==> config.mk <==
export PLATFORM = sky130hd
export DESIGN_NAME = override_sched
export DESIGN_NICKNAME = d
export VERILOG_FILES = /design/src/rtl/override_pkg.sv /design/src/rtl/override_sched_rr_arb2.sv /design/src/rtl/override_sched.sv
export SDC_FILE = /design/constraint.sdc
export NUM_CORES = 1
export LEC_CHECK = 0
export BUFFER_PORTS_ARGS = -buffer_cell sky130_fd_sc_hd__buf_2
export CAP_MARGIN = 20
export CORE_MARGIN = 2
export CORE_UTILIZATION = 30
export DETAILED_ROUTE_END_ITERATION = 8
export HOLD_SLACK_MARGIN = 0.02
export SETUP_SLACK_MARGIN = 0.4
export SLEW_MARGIN = 40
export SYNTH_ARGS = -nofsm -noshare
export SYNTH_HDL_FRONTEND = slang
export SYNTH_SLANG_ARGS = --single-unit
==> constraint.sdc <==
create_clock -name clk -period 3.13 [get_ports clk]
set_input_delay 0.313 -clock clk [delete_from_list [all_inputs] [get_ports clk]]
set_output_delay 0.313 -clock clk [all_outputs]
set_load 0.02 [all_outputs]
==> src/rtl/override_pkg.sv <==
// Shared types and constants for the override scheduler.
package override_pkg;

    typedef enum logic [1:0] {
        IDLE    = 2'd0,
        HOLD    = 2'd1,
        RELEASE = 2'd2
    } state_e;

    localparam int W_DEF     = 8;
    localparam int CNT_W_DEF = 4;

    localparam logic REQ0 = 1'b0;
    localparam logic REQ1 = 1'b1;

endpackage

==> src/rtl/override_sched_rr_arb2.sv <==
// Two-way round-robin pick; rr_ptr_i names the requester preferred on a tie.
module rr_arb2 (
    input  logic req0_i,
    input  logic req1_i,
    input  logic rr_ptr_i,
    output logic gv_o,
    output logic gidx_o
);

    always_comb begin
        gv_o   = req0_i | req1_i;
        gidx_o = (req0_i & req1_i) ? rr_ptr_i : req1_i;
    end

endmodule

==> src/rtl/override_sched.sv <==
// Output register x follows a, except while one of two requesters holds an
// override granted through a round-robin req/gnt/done handshake.
module override_sched
    import override_pkg::*;
#(
    parameter int W     = W_DEF,
    parameter int CNT_W = CNT_W_DEF
) (
    input  logic             clk,
    input  logic             rst,
    input  logic [W-1:0]     a,
    input  logic             req0,
    input  logic [W-1:0]     val0,
    input  logic [CNT_W-1:0] len0,
    input  logic             req1,
    input  logic [W-1:0]     val1,
    input  logic [CNT_W-1:0] len1,
    input  logic             abort,
    output logic             gnt0,
    output logic             gnt1,
    output logic             done0,
    output logic             done1,
    output logic [W-1:0]     x,
    output logic             ovr_active
);

    state_e           state_q, state_d;
    logic [CNT_W-1:0] cnt_q, cnt_d;
    logic             rr_ptr_q, rr_ptr_d;
    logic             owner_q, owner_d;
    logic [W-1:0]     x_q, x_d;
    logic             gnt0_q, gnt0_d;
    logic             gnt1_q, gnt1_d;
    logic             done0_q, done0_d;
    logic             done1_q, done1_d;
    logic             ovr_q, ovr_d;

    logic gv;
    logic gidx;

    // Length 0 behaves like 1; the counter holds the edges left after the grant.
    function automatic logic [CNT_W-1:0] hold_cnt(input logic [CNT_W-1:0] len);
        return (len == '0) ? '0 : len - 1'b1;
    endfunction

    rr_arb2 u_arb (
        .req0_i   (req0),
        .req1_i   (req1),
        .rr_ptr_i (rr_ptr_q),
        .gv_o     (gv),
        .gidx_o   (gidx)
    );

    always_comb begin
        state_d  = state_q;
        cnt_d    = cnt_q;
        rr_ptr_d = rr_ptr_q;
        owner_d  = owner_q;
        x_d      = x_q;
        ovr_d    = ovr_q;
        gnt0_d   = 1'b0;
        gnt1_d   = 1'b0;
        done0_d  = 1'b0;
        done1_d  = 1'b0;

        case (state_q)
            IDLE: begin
                x_d = a;
                if (gv) begin
                    state_d = HOLD;
                    owner_d = gidx;
                    ovr_d   = 1'b1;
                    if (gidx == REQ1) begin
                        x_d    = val1;
                        cnt_d  = hold_cnt(len1);
                        gnt1_d = 1'b1;
                    end else begin
                        x_d    = val0;
                        cnt_d  = hold_cnt(len0);
                        gnt0_d = 1'b1;
                    end
                end
            end
            HOLD: begin
                if (cnt_q == '0 || abort) begin
                    state_d  = RELEASE;
                    x_d      = a;
                    ovr_d    = 1'b0;
                    rr_ptr_d = ~owner_q;
                    done0_d  = (owner_q == REQ0);
                    done1_d  = (owner_q == REQ1);
                end else begin
                    cnt_d = cnt_q - 1'b1;
                end
            end
            RELEASE: begin
                // Guard cycle: no grant can be issued on this edge.
                x_d     = a;
                state_d = IDLE;
            end
            default: begin
                state_d = IDLE;
            end
        endcase
    end

    always_ff @(posedge clk) begin
        if (rst) begin
            state_q  <= IDLE;
            cnt_q    <= '0;
            rr_ptr_q <= REQ0;
            owner_q  <= REQ0;
            x_q      <= '0;
            gnt0_q   <= 1'b0;
            gnt1_q   <= 1'b0;
            done0_q  <= 1'b0;
            done1_q  <= 1'b0;
            ovr_q    <= 1'b0;
        end else begin
            state_q  <= state_d;
            cnt_q    <= cnt_d;
            rr_ptr_q <= rr_ptr_d;
            owner_q  <= owner_d;
            x_q      <= x_d;
            gnt0_q   <= gnt0_d;
            gnt1_q   <= gnt1_d;
            done0_q  <= done0_d;
            done1_q  <= done1_d;
            ovr_q    <= ovr_d;
        end
    end

    assign x          = x_q;
    assign gnt0       = gnt0_q;
    assign gnt1       = gnt1_q;
    assign done0      = done0_q;
    assign done1      = done1_q;
    assign ovr_active = ovr_q;

endmodule

# Word level (Yosys, flattened, before mapping)
# Index checks and enable logic that the tools add are counted.
# totals
output_inout_bits,13
elab_cells,59
reg_bits,21
# op_classes
mux,19
addsub,3
n_eq_ne,5
reduce_logical,15
n_bitwise,7
# op_table
operator,n
$mux 8,3
$pmux 8 s3,1
$mux 4,5
$logic_not 4->1,3
$sub 4x1->4 const B,3
$pmux 4 s2,1
$reduce_and 2->1,4
$ne 2x2->1 const B,3
$reduce_and 3->1,2
$reduce_or 3->1,2
$mux 1,5
$not 1->1,5
$mux 2,2
$pmux 2 s2,1
$reduce_bool 3->1,1
$eq 2x1->1 const B,1
$eq 2x2->1 const B,1
$logic_not 2->1,1
$pmux 1 s2,1
$reduce_bool 2->1,1
$and 1x1->1,1
$logic_or 1x1->1,1
$or 1x1->1,1

# Longest topological paths before layout
# logic_depth
word_depth,5
depth_mapped,8
depth_no_buf,7

# Cells and area by module
# A second synthesis with hierarchy kept.
# hier_totals
hier_cells,152
hier_area_um2,1251.2
# modules_own_cells
module,area_each_um2,cells_each,seq_area_each_um2,n_inst
override_sched,1233.7,149,420.4,1
rr_arb2,17.5,3,0.0,1

# Worst setup path after synthesis
# OpenSTA, ideal clock, no wires.
# synth_timing
kind,register to register
from,reg cnt_q[0]
to,reg cnt_q[2]
stages_incl_launch_ff,8
synth_period_minus_slack_ns,1.623
n_path_buf,0
arrival_ns,1.563
setup_slack_ns,1.507
setup_time_ns,0.060
cell_sequence,dfxtp_1 -> inv_1 -> ha_1 -> nor3b_4 -> o21ai_2 -> o211ai_2 -> a221oi_2 -> o31a_1
# synth_between
elab_chain_cells,4
word_cells_on_any_way,7
cone_classes,add/sub (1); eq/ne (1); mux (2); reduce/logical (3)
# synth_lines
item,line,rtl
start: declaration,override_sched.sv:28,"logic [CNT_W-1:0] cnt_q, cnt_d;"
start signal: assignment,override_sched.sv:121,cnt_q <= cnt_d;
"parallel branches: the longest is 4 deep, another holds $sub 4x1->4",n/a,
# Several ways; the timed one is not identified. The select of a mux whose other input is x is not followed.
# A chain may end at the register's enable or synchronous reset.

# Worst setup path after layout
# layout_timing
from,reg state_q[0]
to,"reg x_q[5], in the netlist x[5]"
# layout_between
elab_chain_cells,3
word_cells_on_any_way,7
cone_classes,eq/ne (3); mux (1); reduce/logical (3)
# layout_lines
item,line,rtl
start: declaration,override_sched.sv:27,"state_e state_q, state_d;"
start signal: assignment,override_sched.sv:120,state_q <= state_d;
"$eq 2x1->1, or another cell as far along",override_sched.sv:66,case (state_q)
$ne 2x2->1 (no source line) or $reduce_bool 3->1 (tied branches),n/a,
$reduce_and 2->1 (no source line),n/a,
end signal: assignment,override_sched.sv:113,x_q <= '0;
end signal: assignment,override_sched.sv:124,x_q <= x_d;
end: declaration,override_sched.sv:31,"logic [W-1:0] x_q, x_d;"
# Parallel ways exist; a longest one is shown, timed or not.

==> results.toml <==
[status]
status = "complete, no violations"

[global_routing]
grtUsageTotal_pct = 12.5
overflow = 0
antenna_found_initial = 0
grt_pass1_vias = 1066
grt_start_max_net_pins = 23
grt_pass1_wl_um = 4530

[floorplan]
die_area_sq_um = 4750
dieHeight_um = 68.9
dieWidth_um = 68.9
row_count = 23
core_sq_um = 4030
io_pins = 50
initial_utilization_pct = 31.4

[yosys]
synth.distinct_cells = 37
synth.top_cell.area_share_pct = 33.2
synthTopCellsByArea = "dfxtp_1 33%, mux2i_1 9.5%, a21oi_1 6.7%"
synth-edff-count = 0
netlist_instances = 150
yosys.area.top_type = "dfxtp_1"
ys_async_sr_fraction_pct = 0
ys_seq_elements = 21
synth_top_flop_cell = "dfxtp_1"
synth_warnings = 0
synth_nets = 192
synth_area_sq_um = 1260
synth.avg_cell_area_sq_um = 8.43
yosysSeqAreaShare_pct = 33.2

[worst_setup_path]
ff2ff_path_depth = 6
critPathKind = "register to register"
cp.required_ps = 3320
reg2reg_to = "x[5]$_SDFFE_PP0P_"
crit_buf_inv = 1
slowest_stage = "nor2_2"
cp_data_arrival_time_ps = 2040
timing.rr.start = "state_q[0]$_SDFFE_PP0P_"
cp-end-kind = "register"
critPathMaxStageDelay_ps = 500
startpoint_type = "register"
cp_max_fo = 16
path_depth = 6
cp_top_family = "simple AND/OR/NAND/NOR gates"
reg2reg_slack_ps = 1280
crit_chain = "inv_1 -> ha_1 -> nor2_2 -> nor2_1 -> a211o_1 -> a21oi_1"

[hold_path]
whs_path_depth = 4
holdPathEnd = "x[7]$_SDFFE_PP0P_"
worstHoldPathType = "input pin to register"
min_from = "a[7]"

[cells_and_area]
regArea_sq_um = 420
nets = 240
multi_input_area_sq_um = 779
synthToLayoutAreaGrowth_pct = 24.8
most-common-layout-cells = "49 x buf_2, 22 x nor2_1, 21 x dfxtp_1"
layout_commonest_cell = "buf_2"
antenna_cells = 0
fill_cells = 439
drive_gt1_share_pct = 32.0

[timing]
hold_violations = 0
max_freq_mhz = 541
setup_viol = 0
period_share_pct = 59.1
tightest_slew_ps = 624
finalSetupTns_ps = 0
drv_slew = 0
rsz0062_at_grt = "false"
period_needed_ps = 1850
finalClockSkew_ps = 1.94
maxSlewHeadroom_pct = 58.2
hold_ws_ps = 439

[cts]
h-tree-depth = 1
postCtsHoldBufs = 0
clock_sinks = 21
cts_resized = 0
clockBufferDepth = 2
clk_pin_slew_worst_paths_ps = 70
clock_latency_ps = 260
cts_setup_buffers = 0
ctsRootBufferMaster = "clkbuf_8"
cts_tree = "built"
numCtsBuffers = 3

[drt]
vias_per_cell = 4.83
drt_iter0_drc = 47
antenna_left = 0
drt_pass1_iterations = 4
via_count = 1192
drc = 0
wl_per_cell_um = 11.2
routed_wl_um = 2760

[placement]
gp_congestion = 0.749
dpl.hpwl_um = 2080
port_buffers = 49

[pwr]
ir_drop_v = 0.000386
leakagePower_uw = 0.000770
power_density_nw_per_um2 = 792

[run]
cap_violations = 0
## final cells by class
cell class                      count  area share [%]
Clock buffer                        4            2.85
Inverter                            7            1.66
Sequential cell                    21            26.6
Timing Repair Buffer               49            15.5
Multi-Input combinational cell    116            49.4
Tap cell                           50            3.96
## per-stage QoR
stage | utilization [%] | area (sq um) | std cells | power, uW | setup slack (ps)
floorplan | - | 1260 | 150 | 938 | 1510
global placement | 38.1 | 1530 | 243 | 1080 | 1390
detailed placement | 38.1 | 1530 | 243 | 1080 | 1300
CTS | 39.2 | 1580 | 247 | 1260 | 1280
global route | 39.2 | 1580 | 247 | 1360 | 1110
finish | 39.2 | 1580 | 247 | 1250 | 1280
## how the worst max path moves through the flow
stage	from	endpoint	slack, ps
6_report	state_q[0]$_SDFFE_PP0P_	x[5]$_SDFFE_PP0P_	1280
5_1_grt	state_q[0]$_SDFFE_PP0P_	x[5]$_SDFFE_PP0P_	1110
4_1_cts	state_q[0]$_SDFFE_PP0P_	x[5]$_SDFFE_PP0P_	1280
3_5_place_dp	state_q[0]$_SDFFE_PP0P_	x[5]$_SDFFE_PP0P_	1300
3_3_place_gp	state_q[0]$_SDFFE_PP0P_	x[6]$_SDFFE_PP0P_	1390
2_1_floorplan	cnt_q[0]$_SDFFE_PP0P_	cnt_q[2]$_SDFFE_PP0P_	1510
## cells by family (layout without fill, tap and decap cells)
| group | after synthesis | after routing | synth area share [%] |
|---|---|---|---|
| and+or+nand+nor | 55 | 55 | 21.9 |
| AOI/OAI and AO/OA | 44 | 44 | 25.3 |
| DFF | 21 | 21 | 33.2 |
| buffers and inverters | 13 | 60 | 5.14 |
| muxes | 12 | 12 | 9.50 |
| adders and majority gates | 5 | 5 | 4.95 |
## worst register-to-register path, cell delays in order, from the launching register on
cell	delay, ps
dfxtp_1	390
inv_1	80
ha_1	300
nor2_2	500
nor2_1	100
a211o_1	290
a21oi_1	120
## where the power goes
part	leakage [uW]	internal, uW	switching, uW
clock network	0.0000228	90.6	85.1
registers	0.000174	356	66.9
logic	0.000574	282	370
total	0.000770	728	522
## registers in the layout, summed over array words and instances, names as in the netlist
signal and cells:
gnt1 1, state_q 2, done1 1, x 8
cnt_q 4, done0 1, gnt0 1, rr_ptr_q 1
ovr_active 1, owner_q 1
## Yosys cell counts (all sizes together) (2+ instances only)
library cell and n:
inv 7, buf 3, o21ai 7, ha 5, nor2 24, o31a 2, nor3b 5, dfxtp 21
a21oi 17, nor3 6, nand2 12, a21o 2, a211o 8, or2 2, mux2i 12, clkbuf 3
## per-layer routing
metal,GRT usage (%),part of all wire [%],up-vias
met5,0,0,-
met4,2.21,0.69,0
met3,4.06,6.2,2
met2,20.6,45,32
met1,16.0,48,527
li1,-,-,631
Power figures use the tool's default switching activity.
